==> config.mk <==
export PLATFORM = sky130hd
export DESIGN_NAME = mem_arbiter
export DESIGN_NICKNAME = d
export VERILOG_FILES = /design/src/rtl/kasumi_mem_pkg.sv /design/src/rtl/line_assembler.sv /design/src/rtl/mem_arbiter.sv
export SDC_FILE = /design/constraint.sdc
export NUM_CORES = 2
export LEC_CHECK = 0
export ABC_AREA = 1
export CORE_AREA = 2 2 525 527
export DETAILED_ROUTE_END_ITERATION = 7
export DIE_AREA = 0 0 527 529
export SETUP_SLACK_MARGIN = 0.15
export SYNTH_ARGS = -nofsm -noshare
export SYNTH_HDL_FRONTEND = slang
export SYNTH_SLANG_ARGS = --single-unit
==> constraint.sdc <==
create_clock -name clk -period 2.5 [get_ports clk]
set_input_delay 0.5 -clock clk [delete_from_list [all_inputs] [get_ports clk]]
set_output_delay 0.5 -clock clk [all_outputs]
set_load 0.005 [all_outputs]
==> src/rtl/kasumi_mem_pkg.sv <==
// Shared types and sizes for the cache-side DRAM scheduler.
// Line geometry, FSM states and requester classes.
package kasumi_mem_pkg;

  localparam int LINE_W      = 512;
  localparam int LINE_ADDR_W = 21;
  localparam int DRAM_ADDR_W = LINE_ADDR_W + 6;

  typedef enum logic [2:0] {
    IDLE,
    RD_REQ,
    RD_DATA,
    LINE_WR,
    WB_REQ,
    WB_POP,
    GAP
  } state_t;

  typedef enum logic {
    G_PROG,
    G_DATA
  } grant_t;

endpackage

==> src/rtl/line_assembler.sv <==
// Collects DRAM read beats into one cache line.
// Beat 0 lands in the least significant bits.
module line_assembler
  import kasumi_mem_pkg::*;
#(
  parameter int BEATS = 4
) (
  input  logic                    clk,
  input  logic                    reset,
  input  logic                    clear,
  input  logic                    beat_valid,
  input  logic [LINE_W/BEATS-1:0] beat_data,
  output logic [LINE_W-1:0]       line,
  output logic                    last_beat
);

  localparam int BW = LINE_W / BEATS;
  localparam int CW = (BEATS > 1) ? $clog2(BEATS) : 1;

  logic [CW-1:0] cnt;

  assign last_beat = (cnt == CW'(BEATS - 1));

  // beat counter and line buffer
  always_ff @(posedge clk) begin
    if (reset) begin
      cnt  <= '0;
      line <= '0;
    end else if (clear) begin
      cnt <= '0;
    end else if (beat_valid) begin
      line[cnt*BW +: BW] <= beat_data;
      cnt <= last_beat ? '0 : cnt + 1'b1;
    end
  end

endmodule

==> src/rtl/mem_arbiter.sv <==
// Single-port DRAM scheduler: program fill, write-back
// drain and data fill, one transaction at a time.
module mem_arbiter
  import kasumi_mem_pkg::*;
#(
  parameter int BEATS       = 4,
  parameter int LINE_ADDR_W = kasumi_mem_pkg::LINE_ADDR_W,
  parameter int DRAM_ADDR_W = kasumi_mem_pkg::DRAM_ADDR_W
) (
  input  logic                    clk,
  input  logic                    reset,
  input  logic                    is_req_f_prog,
  input  logic [LINE_ADDR_W-1:0]  req_addr_f_prog,
  input  logic                    is_req_f_data,
  input  logic [LINE_ADDR_W-1:0]  req_addr_f_data,
  input  logic                    fifo_empty,
  input  logic [31:0]             write_back_addr,
  input  logic [31:0]             write_back_data,
  input  logic                    dram_req_ready,
  input  logic                    dram_rvalid,
  input  logic [LINE_W/BEATS-1:0] dram_rdata,
  output logic                    dram_req_valid,
  output logic                    dram_req_we,
  output logic [DRAM_ADDR_W-1:0]  dram_req_addr,
  output logic [31:0]             dram_wdata,
  output logic                    is_write_t_main,
  output logic                    is_write_prog_line,
  output logic                    is_write_data_line,
  output logic [LINE_W-1:0]       read_prog_data,
  output logic [6:0]              read_prog_addr,
  output logic [LINE_W-1:0]       read_data_data,
  output logic [6:0]              read_data_addr,
  output logic                    busy
);

  state_t                 state;
  state_t                 state_next;
  grant_t                 grant;
  logic [LINE_ADDR_W-1:0] line_addr;
  logic [DRAM_ADDR_W-1:0] wb_addr;
  logic [31:0]            wb_data;
  logic [LINE_W-1:0]      line;
  logic [LINE_W-1:0]      prog_hold;
  logic [LINE_W-1:0]      data_hold;
  logic [6:0]             prog_idx;
  logic [6:0]             data_idx;
  logic                   last_beat;
  logic                   beat_valid;
  logic                   clear;
  logic                   unused_wb_hi;

  assign unused_wb_hi = ^write_back_addr[31:DRAM_ADDR_W];

  // beats only count while waiting for read data
  assign beat_valid = (state == RD_DATA) && dram_rvalid;
  assign clear      = (state == RD_REQ) && dram_req_ready;

  line_assembler #(
    .BEATS(BEATS)
  ) u_asm (
    .clk       (clk),
    .reset     (reset),
    .clear     (clear),
    .beat_valid(beat_valid),
    .beat_data (dram_rdata),
    .line      (line),
    .last_beat (last_beat)
  );

  // state register
  always_ff @(posedge clk) begin
    if (reset) state <= IDLE;
    else       state <= state_next;
  end

  // next-state: fixed priority prog > write-back > data
  always_comb begin
    state_next = state;
    unique case (state)
      IDLE: begin
        if (is_req_f_prog)      state_next = RD_REQ;
        else if (!fifo_empty)   state_next = WB_REQ;
        else if (is_req_f_data) state_next = RD_REQ;
      end
      RD_REQ:  if (dram_req_ready) state_next = RD_DATA;
      RD_DATA: if (dram_rvalid && last_beat) state_next = LINE_WR;
      LINE_WR: state_next = GAP;
      WB_REQ:  if (dram_req_ready) state_next = WB_POP;
      WB_POP:  state_next = GAP;
      GAP:     state_next = IDLE;
      default: state_next = IDLE;
    endcase
  end

  // latch class and address at grant time
  always_ff @(posedge clk) begin
    if (reset) begin
      grant     <= G_PROG;
      line_addr <= '0;
      wb_addr   <= '0;
      wb_data   <= '0;
    end else if (state == IDLE) begin
      if (is_req_f_prog) begin
        grant     <= G_PROG;
        line_addr <= req_addr_f_prog;
      end else if (!fifo_empty) begin
        wb_addr <= write_back_addr[DRAM_ADDR_W-1:0];
        wb_data <= write_back_data;
      end else if (is_req_f_data) begin
        grant     <= G_DATA;
        line_addr <= req_addr_f_data;
      end
    end
  end

  // keep the last delivered line visible between strobes
  always_ff @(posedge clk) begin
    if (reset) begin
      prog_hold <= '0;
      prog_idx  <= '0;
      data_hold <= '0;
      data_idx  <= '0;
    end else if (state == LINE_WR) begin
      if (grant == G_PROG) begin
        prog_hold <= line;
        prog_idx  <= line_addr[6:0];
      end else begin
        data_hold <= line;
        data_idx  <= line_addr[6:0];
      end
    end
  end

  // outputs decoded from state and latched request
  always_comb begin
    dram_req_valid     = 1'b0;
    dram_req_we        = 1'b0;
    dram_req_addr      = '0;
    dram_wdata         = '0;
    is_write_t_main    = 1'b0;
    is_write_prog_line = 1'b0;
    is_write_data_line = 1'b0;
    read_prog_data     = prog_hold;
    read_prog_addr     = prog_idx;
    read_data_data     = data_hold;
    read_data_addr     = data_idx;
    busy               = (state != IDLE);
    unique case (state)
      RD_REQ: begin
        dram_req_valid = 1'b1;
        dram_req_addr  = {line_addr, 6'b0};
      end
      WB_REQ: begin
        dram_req_valid = 1'b1;
        dram_req_we    = 1'b1;
        dram_req_addr  = wb_addr;
        dram_wdata     = wb_data;
      end
      LINE_WR: begin
        if (grant == G_PROG) begin
          is_write_prog_line = 1'b1;
          read_prog_data     = line;
          read_prog_addr     = line_addr[6:0];
        end else begin
          is_write_data_line = 1'b1;
          read_data_data     = line;
          read_data_addr     = line_addr[6:0];
        end
      end
      WB_POP:  is_write_t_main = 1'b1;
      default: ;
    endcase
  end

endmodule

==> metrics.md <==
| Metric | Value |
|---|---|
| Outcome | complete, but fails checks |
| Failing checks | setup timing |
| Worst-margin pin slew | approximately 1100 ps |
| Initial antenna violation count | 65 |
| CTS buffer count | 194 |
| Synthesized cell area | around 66000 sq um |
| HP Start | write_back_addr[24] |
| Routability cong. | roughly 0.93 |
| Global-route wire length before repair | 461000 microns |
| Placed cells | about 14000 |
| Library cell with the largest summed area after synthesis | dfxtp_1 |
| Placed cell areas | 89700 sq um |
| Final Skew | 72.5 ps |
| Crit path arrival time | roughly 3000 ps |
| Unrepaired setup endpoints after global routing | yes |
| Max-cap violations | 0 |
| Pwr Density | around 820 nW/um^2 |
| Seq/Total Area, Yosys | 49.5% |
| Clock tree buffer depth | 4 |
| Post-layout min period | ~3500 ps |
| Dpl hpwl | ~260000 microns |
| Routed via count | around 67000 |
| Clock latency reported for the late side of the worst-skew pair | around 880 ps |
| CTS H-Tree Depth | 4 |
| Vias in the first global route | slightly above 60000 |
| Count of state elements after synthesis | 1636 |
| Synth unique cells | 26 |
| Syn Inst Count | between 9000 and 10000 |
| Rows | 192 |
| Clock Pin Slew Worst Setup and Hold Paths | ~60 ps |
| CP Capture Type | output pin |
| Crit path launch | state[2]$_SDFFE_PP0P_ |
| CTS tree | yes |
| Final core occ | between 30% and 40% |
| Worst VDD drop | 0.537 mV |
| Initial Utilization | 24.2% |
| Fin area | roughly 100000 sq um |
| FF-to-FF Start | u_asm.cnt[0]$_SDFFE_PP0P_ |
| Rel. slew slack | between 20% and 30% |
| Total negative setup slack | -850500 ps |
| Via density | between 4 and 5 |
| Final nets | between 10000 and 15000 |
| Filler cell count | roughly 28000 |
| Hold WS | approximately 290 ps |
| Endpoints failing hold | 0 |
| Critical Path Fanout Max | 5 |
| Worst EP required | roughly 2000 ps |
| Ratio of cells with drive above 1 in the final layout | 20.6% |
| Final Instance Count excl. Fillers | around 15000 |
| Final wirelength | between 300000 and 400000 microns |
| Fmax | approximately 280 MHz |
| Endpoints failing setup | 1103 |
| Die area | 279000 sq um |
| DR WL/cell | ~23 microns |
| Post-Syn Area per Cell | 7.18 sq um |
| Total Routing Usage GR | 23.1% |
| Syn nets | ~9500 |
| CP Launch Type | flip-flop |
| Area contributors post-synth | dfxtp_1, nand2_1, nor2_1, a21oi_1, inv_1 |
| Area Growth Syn to Fin | 51.4% |
| Die Wd | roughly 530 microns |
| Gr ovfl total | 0 |
| Hold Path Class | input pin to flip-flop |
| Post-synth EDFFs | 0 |
| Post-route setup slack | -1010 ps |
| Residual DRC | 0 |
| Port Buffers | 1338 |
| Routed Antenna Nets | 0 |
| Drt pass-1 iters | 7 |
| Ys flop type | dfxtp_1 |
| Crit path kind | flip-flop to output pin |
| Ys Warns | 0 |
| I/O Pins | around 1300 |
| Fin. max-slew vios | 0 |
| Largest net degree at the start of global routing | between 150 and 200 |
| Total core area | ~270000 sq um |
| Synth top area share | between 40% and 50% |
| Clock tree sinks | approximately 1600 |
| LEAKAGE | 41.4 nW |
| Die H | between 500 and 600 microns |
| DRT iter0 DRCs | around 5400 |
| Root Driver | clkbuf_16 |
| Async SR Flop Fraction | 0% |
| Post-route clock period utilization | 140% |
==> flip-flops by register name, summed over array words and instances, names as in the netlist, 7 cells and up <==
| name | count |
|---|---|
| prog_idx | 7 |
| data_idx | 7 |
| data_hold | 512 |
| wb_data | 32 |
| u_asm.line | 512 |
| wb_addr | 27 |
| line_addr | 21 |
| prog_hold | 512 |
==> what timing repair did <==
item | CTS | global route
setup endpoints to repair | 1112 | 1214
gates resized for setup | 660 | 373
hold endpoints to repair | 7 | 0
buffers inserted | 119 | 50
pin swaps | 7 | 6
cloned | 32 | 25
hold buffers | 1 | 0
==> layout make-up <==
cell class | instances | area [sq um] | area share [%]
Sequential cell | 1636 | 32800 | 32.7
Tap cell | 3589 | 4490 | 4.49
Antenna cell | 52 | 130 | 0.130
Inverter | 1220 | 4620 | 4.62
Clock buffer | 279 | 5580 | 5.58
Timing Repair Buffer | 2278 | 25100 | 25.0
Clock inverter | 71 | 927 | 0.926
Multi-Input combinational cell | 5720 | 26500 | 26.5
==> synth_stat cells (10+ instances only) <==
| cell type | number |
|---|---|
| nand2_1 | 1834 |
| dfxtp_1 | 1636 |
| nor2_1 | 1574 |
| a21oi_1 | 1102 |
| inv_1 | 1098 |
| o21ai_0 | 670 |
| a21oi_2 | 419 |
| clkbuf_1 | 365 |
| buf_2 | 162 |
| inv_2 | 121 |
| nand3_1 | 61 |
| buf_1 | 55 |
| buf_4 | 36 |
| nor3_1 | 27 |
| buf_6 | 12 |
| o21ai_1 | 10 |
==> worst paths after layout <==
| path | cells after the start | to | slack (ps) |
|---|---|---|---|
| worst max-delay path | 10 | read_prog_data[188] | -1010 |
| worst min-delay path | 3 | wb_addr[24]$_SDFFE_PP0P_ | 290 |
| worst max register to register | 7 | u_asm.line[357]$_SDFFE_PP0P_ | 30 |
| worst min register to register | 2 | wb_addr[18]$_SDFFE_PP0P_ | 450 |
==> critical path, cell delays in order (launching register included) <==
cell and delay, ps:
dfxtp_2 320, inv_2 80, nand3_4 80, nor2_4 120, buf_12 150, buf_12 120
buf_16 160, buf_4 150, nor2_1 40, a21oi_2 240, clkdlybuf4s50_1 670
==> cells by family after synthesis <==
logic type	Yosys count	synth area share, %
buf+inv	1851	11.2
simple gates	3504	20.1
compound gates	2211	19.1
flops	1636	49.5
fa+ha+maj	5	0.0946
==> layout by cell type (no fill, tap or decap), types with 5 or more instances in the layout <==
cell	count
nand2_4	5
o21ai_0	670
o22ai_1	7
clkbuf_16	218
clkdlybuf4s15_2	8
nand2_1	1791
nor2_1	1540
buf_12	303
clkbuf_2	34
buf_16	51
a21oi_4	14
clkinv_16	6
dlymetal6s2s_1	78
clkbuf_1	44
nor3_1	27
nand2_2	38
buf_8	25
clkdlybuf4s50_1	844
buf_2	103
nand3_1	58
clkinvlp_4	8
inv_1	1096
bufinv_16	13
buf_4	724
inv_2	119
dfxtp_1	1631
a21oi_2	436
a21oi_1	1071
dlygate4sd2_1	16
o21ai_1	10
nor2_4	7
nor2_2	30
clkinv_2	32
buf_6	61
diode_2	52
clkbuf_8	41
inv_6	10
==> through the flow <==
stage / power, W / worst slack, ps
after CTS: 0.0818 / -1170
after floorplan: 0.0375 / 593
after global routing: 0.0851 / -1110
final: 0.0817 / -1010
after global placement: 0.0512 / -341
after detailed placement: 0.0513 / -325
==> report_power, final <==
part | switching, W | total (W) | internal (W)
logic | 0.0133 | 0.0237 | 0.0104
registers | 0.000772 | 0.0287 | 0.0280
clock network | 0.0123 | 0.0292 | 0.0170
==> routing by layer <==
metal	vias to the layer above	share of wire (%)	GRT usage, %	wire length (microns)
met5	-	0	0	0
met4	0	5.3	11.7	18400
met3	556	10	7.69	35500
met2	2739	40	32.5	139000
met1	31100	44	31.1	152000
li1	32300	-	-	-
No activity file was read; power rests on OpenSTA's default activity.
